**src/rtl/moxie_dbus_master.sv**
```systemverilog
// Wishbone classic data-bus master for the moxie core: queues load/store
// requests, runs one big-endian lane-steered bus cycle per entry, aborts stuck cycles.
module moxie_dbus_master #(
    parameter int DEPTH   = 2,
    parameter int TIMEOUT = 255
) (
    input  logic        clk_i,
    input  logic        rst_i,
    input  logic        req_valid_i,
    output logic        req_ready_o,
    input  logic        req_we_i,
    input  logic [1:0]  req_size_i,
    input  logic [31:0] req_addr_i,
    input  logic [31:0] req_data_i,
    input  logic [3:0]  req_reg_index_i,
    output logic        ld_valid_o,
    output logic [31:0] ld_data_o,
    output logic [3:0]  ld_reg_index_o,
    output logic        err_o,
    output logic        busy_o,
    output logic [31:0] wb_D_adr_o,
    output logic [31:0] wb_D_dat_o,
    output logic [3:0]  wb_D_sel_o,
    output logic        wb_D_we_o,
    output logic        wb_D_cyc_o,
    output logic        wb_D_stb_o,
    input  logic [31:0] wb_D_dat_i,
    input  logic        wb_D_ack_i
);

    localparam int AW = $clog2(DEPTH);
    localparam int CW = $clog2(TIMEOUT + 1);
    localparam logic [CW-1:0] WD_LAST = CW'(TIMEOUT - 1);
    localparam logic [AW:0]   CNT_FULL = (AW + 1)'(DEPTH);
    localparam logic [AW:0]   CNT_ONE  = (AW + 1)'(1);

    typedef enum logic {
        IDLE = 1'b0,
        BUS  = 1'b1
    } state_t;

    state_t         state_q, state_d;
    logic [AW-1:0]  wr_ptr_q, rd_ptr_q;
    logic [AW:0]    count_q;
    logic [CW-1:0]  wd_q;

    logic           q_we   [DEPTH];
    logic [1:0]     q_size [DEPTH];
    logic [31:0]    q_addr [DEPTH];
    logic [31:0]    q_data [DEPTH];
    logic [3:0]     q_reg  [DEPTH];

    logic           accept, illegal, push, pop, ack_hit, timeout_hit;
    logic           head_we;
    logic [1:0]     head_size;
    logic [31:0]    head_addr, head_data;
    logic [3:0]     head_reg;
    logic [3:0]     head_sel;
    logic [31:0]    head_wdat, ld_ext;

    // Request handshake: a request transfers on the rising edge where
    // req_valid_i and req_ready_o are both high; ready is purely !full.
    assign req_ready_o = (count_q != CNT_FULL);
    assign accept      = req_valid_i & req_ready_o;
    assign illegal     = (req_size_i == 2'd3)
                       | ((req_size_i == 2'd1) & req_addr_i[0])
                       | ((req_size_i == 2'd2) & (req_addr_i[1:0] != 2'b00));
    assign push        = accept & ~illegal;

    assign head_we   = q_we[rd_ptr_q];
    assign head_size = q_size[rd_ptr_q];
    assign head_addr = q_addr[rd_ptr_q];
    assign head_data = q_data[rd_ptr_q];
    assign head_reg  = q_reg[rd_ptr_q];

    // Big-endian lanes: byte address 0 lives on dat[31:24].
    always_comb begin
        head_sel  = 4'b1111;
        head_wdat = head_data;
        ld_ext    = wb_D_dat_i;
        case (head_size)
            2'd0: begin
                head_sel  = 4'b1000 >> head_addr[1:0];
                head_wdat = {4{head_data[7:0]}};
                case (head_addr[1:0])
                    2'd0:    ld_ext = {24'h0, wb_D_dat_i[31:24]};
                    2'd1:    ld_ext = {24'h0, wb_D_dat_i[23:16]};
                    2'd2:    ld_ext = {24'h0, wb_D_dat_i[15:8]};
                    default: ld_ext = {24'h0, wb_D_dat_i[7:0]};
                endcase
            end
            2'd1: begin
                head_sel  = head_addr[1] ? 4'b0011 : 4'b1100;
                head_wdat = {2{head_data[15:0]}};
                ld_ext    = head_addr[1] ? {16'h0, wb_D_dat_i[15:0]}
                                         : {16'h0, wb_D_dat_i[31:16]};
            end
            default: begin
                head_sel  = 4'b1111;
                head_wdat = head_data;
                ld_ext    = wb_D_dat_i;
            end
        endcase
    end

    always_comb begin
        state_d     = state_q;
        pop         = 1'b0;
        ack_hit     = 1'b0;
        timeout_hit = 1'b0;
        case (state_q)
            IDLE: begin
                if (count_q != '0) state_d = BUS;
            end
            BUS: begin
                if (wb_D_ack_i) begin
                    ack_hit = 1'b1;
                    pop     = 1'b1;
                    if ((count_q == CNT_ONE) && !push) state_d = IDLE;
                end else if (wd_q == WD_LAST) begin
                    timeout_hit = 1'b1;
                    pop         = 1'b1;
                    state_d     = IDLE;
                end
            end
            default: state_d = IDLE;
        endcase
    end

    always_ff @(posedge clk_i or posedge rst_i) begin
        if (rst_i) begin
            state_q        <= IDLE;
            wr_ptr_q       <= '0;
            rd_ptr_q       <= '0;
            count_q        <= '0;
            wd_q           <= '0;
            ld_valid_o     <= 1'b0;
            ld_data_o      <= '0;
            ld_reg_index_o <= '0;
            err_o          <= 1'b0;
        end else begin
            state_q <= state_d;
            if (push) wr_ptr_q <= wr_ptr_q + 1'b1;
            if (pop)  rd_ptr_q <= rd_ptr_q + 1'b1;
            case ({push, pop})
                2'b10:   count_q <= count_q + 1'b1;
                2'b01:   count_q <= count_q - 1'b1;
                default: count_q <= count_q;
            endcase
            // Watchdog sits at zero outside BUS, so entering BUS starts from zero.
            if (state_q == BUS) wd_q <= wb_D_ack_i ? '0 : wd_q + 1'b1;
            else                wd_q <= '0;
            if (ack_hit && !head_we) begin
                ld_valid_o     <= 1'b1;
                ld_data_o      <= ld_ext;
                ld_reg_index_o <= head_reg;
            end else begin
                ld_valid_o     <= 1'b0;
            end
            err_o <= (accept & illegal) | timeout_hit;
        end
    end

    always_ff @(posedge clk_i) begin
        if (push) begin
            q_we[wr_ptr_q]   <= req_we_i;
            q_size[wr_ptr_q] <= req_size_i;
            q_addr[wr_ptr_q] <= req_addr_i;
            q_data[wr_ptr_q] <= req_data_i;
            q_reg[wr_ptr_q]  <= req_reg_index_i;
        end
    end

    assign busy_o     = (count_q != '0) | (state_q == BUS);
    assign wb_D_stb_o = (state_q == BUS);
    assign wb_D_cyc_o = wb_D_stb_o;
    assign wb_D_adr_o = wb_D_stb_o ? {head_addr[31:2], 2'b00} : 32'h0;
    assign wb_D_dat_o = wb_D_stb_o ? head_wdat : 32'h0;
    assign wb_D_sel_o = wb_D_stb_o ? head_sel : 4'h0;
    assign wb_D_we_o  = wb_D_stb_o & head_we;

endmodule

```
**config.mk**
```make
export PLATFORM = sky130hd
export DESIGN_NAME = moxie_dbus_master
export DESIGN_NICKNAME = d
export VERILOG_FILES = /design/src/rtl/moxie_dbus_master.sv
export SDC_FILE = /design/constraint.sdc
export NUM_CORES = 1
export LEC_CHECK = 0
export BUFFER_PORTS_ARGS = -buffer_cell sky130_fd_sc_hd__buf_2
export CELL_PAD_IN_SITES_DETAIL_PLACEMENT = 1
export CELL_PAD_IN_SITES_GLOBAL_PLACEMENT = 2
export CORE_UTILIZATION = 38
export DETAILED_ROUTE_END_ITERATION = 10
export GPL_TIMING_DRIVEN = 0
export PLACE_DENSITY = 0.83
export SKIP_CTS_REPAIR_TIMING = 1
export SYNTH_ARGS = -nofsm -noshare
export SYNTH_HDL_FRONTEND = slang
export SYNTH_SLANG_ARGS = --single-unit
```
**constraint.sdc**
```tcl
create_clock -name clk_i -period 12.53 [get_ports clk_i]
set_clock_uncertainty 0.1 [all_clocks]
set_input_delay 1.8795 -clock clk_i [delete_from_list [all_inputs] [get_ports clk_i]]
set_output_delay 1.8795 -clock clk_i [all_outputs]
set_load 0.1 [all_outputs]
```
==> results.toml <==
[logic_synthesis]
ys_types = 51
synth_ff_type = "edfxtp_1"
syn-instance-count = 603
synth_area_um2 = 8300
seq_area_frac_synth = 0.667
synth-seq-cells = 193
ys.warnings.count = 0
postSynthAreaPerCell_um2 = 13.8
synthArstFlopShare = 0.264
synth_edf_count = 142

[clocking]
cts_tree = "done"
clkTransAtPathRegs_ns = 0.08
htree_levels = 4
insertion_delay_ns = 0.42
clk_path_buf_depth = 2
cts_sinks = 193
cts-root-buf = "clkbuf_16"
cts_made_buffers = 17

[timing]
timing.slew.headroom = 0.543
setup_tns_ns = 0
rsz0062_at_grt = "false"
hold_viol_final = 0
fin_crit_ns = 4.95
tightestPinTransition_ns = 0.667
fmax_ghz = 0.202
report.final.slew_viol_count = 0
layout_worst_path_cycle_share = 0.395
finalSetupViolCount = 0

[die]
io_pins = 218
initial_core_util = 0.391
coreArea_um2 = 21200
die_height_um = 150
dieArea_um2 = 22400
die_w_um = 150
placementRows = 53

[global_routing]
antenna_found_initial = 4
grt_max_degree = 29
grt_remaining_overflow = 0
grt_pass1_wl_um = 35000
grt_pass1_vias = 6145
grt.total_usage = 0.211

[outcome]
status = "finished, final reports clean"

[drt]
ant_nets = 0
drtIter0Drc = 247
drc = 0
via_per_inst = 5.15
drt-wirelength-per-cell_um = 20.4
wirelength_um = 23100
vias = 5839
dr.pass1.iters = 4

[critical_path]
crit_required_ns = 10.55
cp-start-kind = "flip-flop"
worstSetupPathType = "flip-flop to output pin"
arrival_ns = 2.97
end_kind = "output pin"
cp_max_fo = 10

[finish]
num-fill-cells = 2229
multi_input_area_um2 = 2530
drive_above_1_share = 0.359
area_growth_pct = 25.1
layout.nets = 956
top_regs = "q_addr x64, q_data x64, ld_data_o x32"
register_area_um2 = 5540

[placement]
numPortBuffers = 215
gp_congestion = 0.882
dp_hpwl_um = 17100

[min_path]
hp-class = "flip-flop to flip-flop"

[job]
max-cap-violations = 0
-- stage by stage --
stage          worst slack [ns]  std cells  utilization  instance area, um^2  hold slack (ns)
2_1_floorplan              6.66        604            -                 8310            0.368
3_3_place_gp               4.72       1094        0.458                 9730            0.348
3_5_place_dp               7.99       1099        0.464                 9840            0.353
4_1_cts                    7.52       1131        0.489                10400            0.370
5_1_grt                    7.33       1131        0.489                10400            0.409
6_report                   7.58       1133        0.490                10400            0.368
-- synth_stat cells, types with 8 or more instances --
library cell,n,area (um^2)
edfxtp_1,142,4260
buf_2,10,50.1
and2_1,8,50.1
dfrtp_1,51,1280
mux2_2,23,259
mux2i_1,52,521
o21ai_0,20,100
nand3_1,20,100
nor2_1,20,75.1
a211oi_1,12,90.1
a32oi_1,8,70.1
o21ai_1,10,50.1
a21oi_1,11,55.1
buf_4,9,67.6
nand2_1,64,240
nor2b_1,34,213
clkbuf_1,14,52.6
o22ai_1,12,75.1
-- cells by family (layout without fill, tap and decap cells) --
family | after synthesis | in the layout | share of synthesized area
XOR/XNOR | 10 | 10 | 0.0105
buffers and inverters | 45 | 297 | 0.0295
AND/OR/NAND/NOR | 175 | 175 | 0.107
AO/OA/AOI/OAI | 95 | 95 | 0.0770
adder cells (fa/ha/maj) | 6 | 6 | 0.00904
other | 1 | 4 | 0.000452
multiplexers | 78 | 78 | 0.0986
flip-flops | 193 | 193 | 0.667
-- cell type report --
type                            count  share of cell area
Antenna cell                        2            0.000482
Inverter                            8             0.00289
Timing Repair Buffer              220               0.113
Tap cell                          275              0.0331
Clock buffer                       17              0.0409
Multi-Input combinational cell    366               0.244
Clock inverter                     15              0.0113
Buffer                             37              0.0207
Sequential cell                   193               0.533
-- critical path, stage by stage (launching register included) --
cell and delay (ns):
dfrtp_1 0.40, clkbuf_1 0.55, clkbuf_1 0.52, o21ai_0 0.33, a211oi_1 0.26, buf_2 0.48
-- layout by cell type (no fill, tap or decap), drive strengths merged, types with 4 or more instances in the layout --
cell,n
nand2b,5
ha,6
o22ai,12
o21ai,31
xor2,6
and3,5
a32oi,8
nor2b,34
o221ai,4
o211a,7
mux2i,54
a21oi,12
and4b,4
nor3,5
clkbuf,31
nand3,21
and2,8
a211oi,12
inv,17
buf,243
edfxtp,142
mux2,24
xnor2,4
nor2,21
nand2,64
dfrtp,51
clkinv,6
-- layer usage --
layer  part of all wire  vias up  GRT usage
met1               0.41     2883      0.255
met3              0.082       18     0.0744
met5            0.00056        -          0
li1                   -     2718          -
met2               0.50      218      0.363
met4             0.0099        2     0.0429
-- worst paths after layout --
check | startpoint | end | cells after the start | slack, ns
max | wb_D_cyc_o$_DFF_PP0_ | wb_D_dat_o[28] | 5 | 7.58
min | ld_data_o[26]$_DFFE_PP0P_ | ld_data_o[26]$_DFFE_PP0P_ | 2 | 0.37
max reg2reg | count_q[0]$_DFFE_PP0P_ | q_reg[1][3]$_DFFE_PP_ | 7 | 9.91
min reg2reg | ld_data_o[26]$_DFFE_PP0P_ | ld_data_o[26]$_DFFE_PP0P_ | 2 | 0.37
max in group asynchronous | rst_i | ld_data_o[8]$_DFFE_PP0P_ | 3 | 10.38
min in group asynchronous | rst_i | ld_data_o[29]$_DFFE_PP0P_ | 2 | 1.40
Power is left out: the tool's default activity adds up to more than one toggle a clock period on the data nets, which glitch-free logic cannot reach.
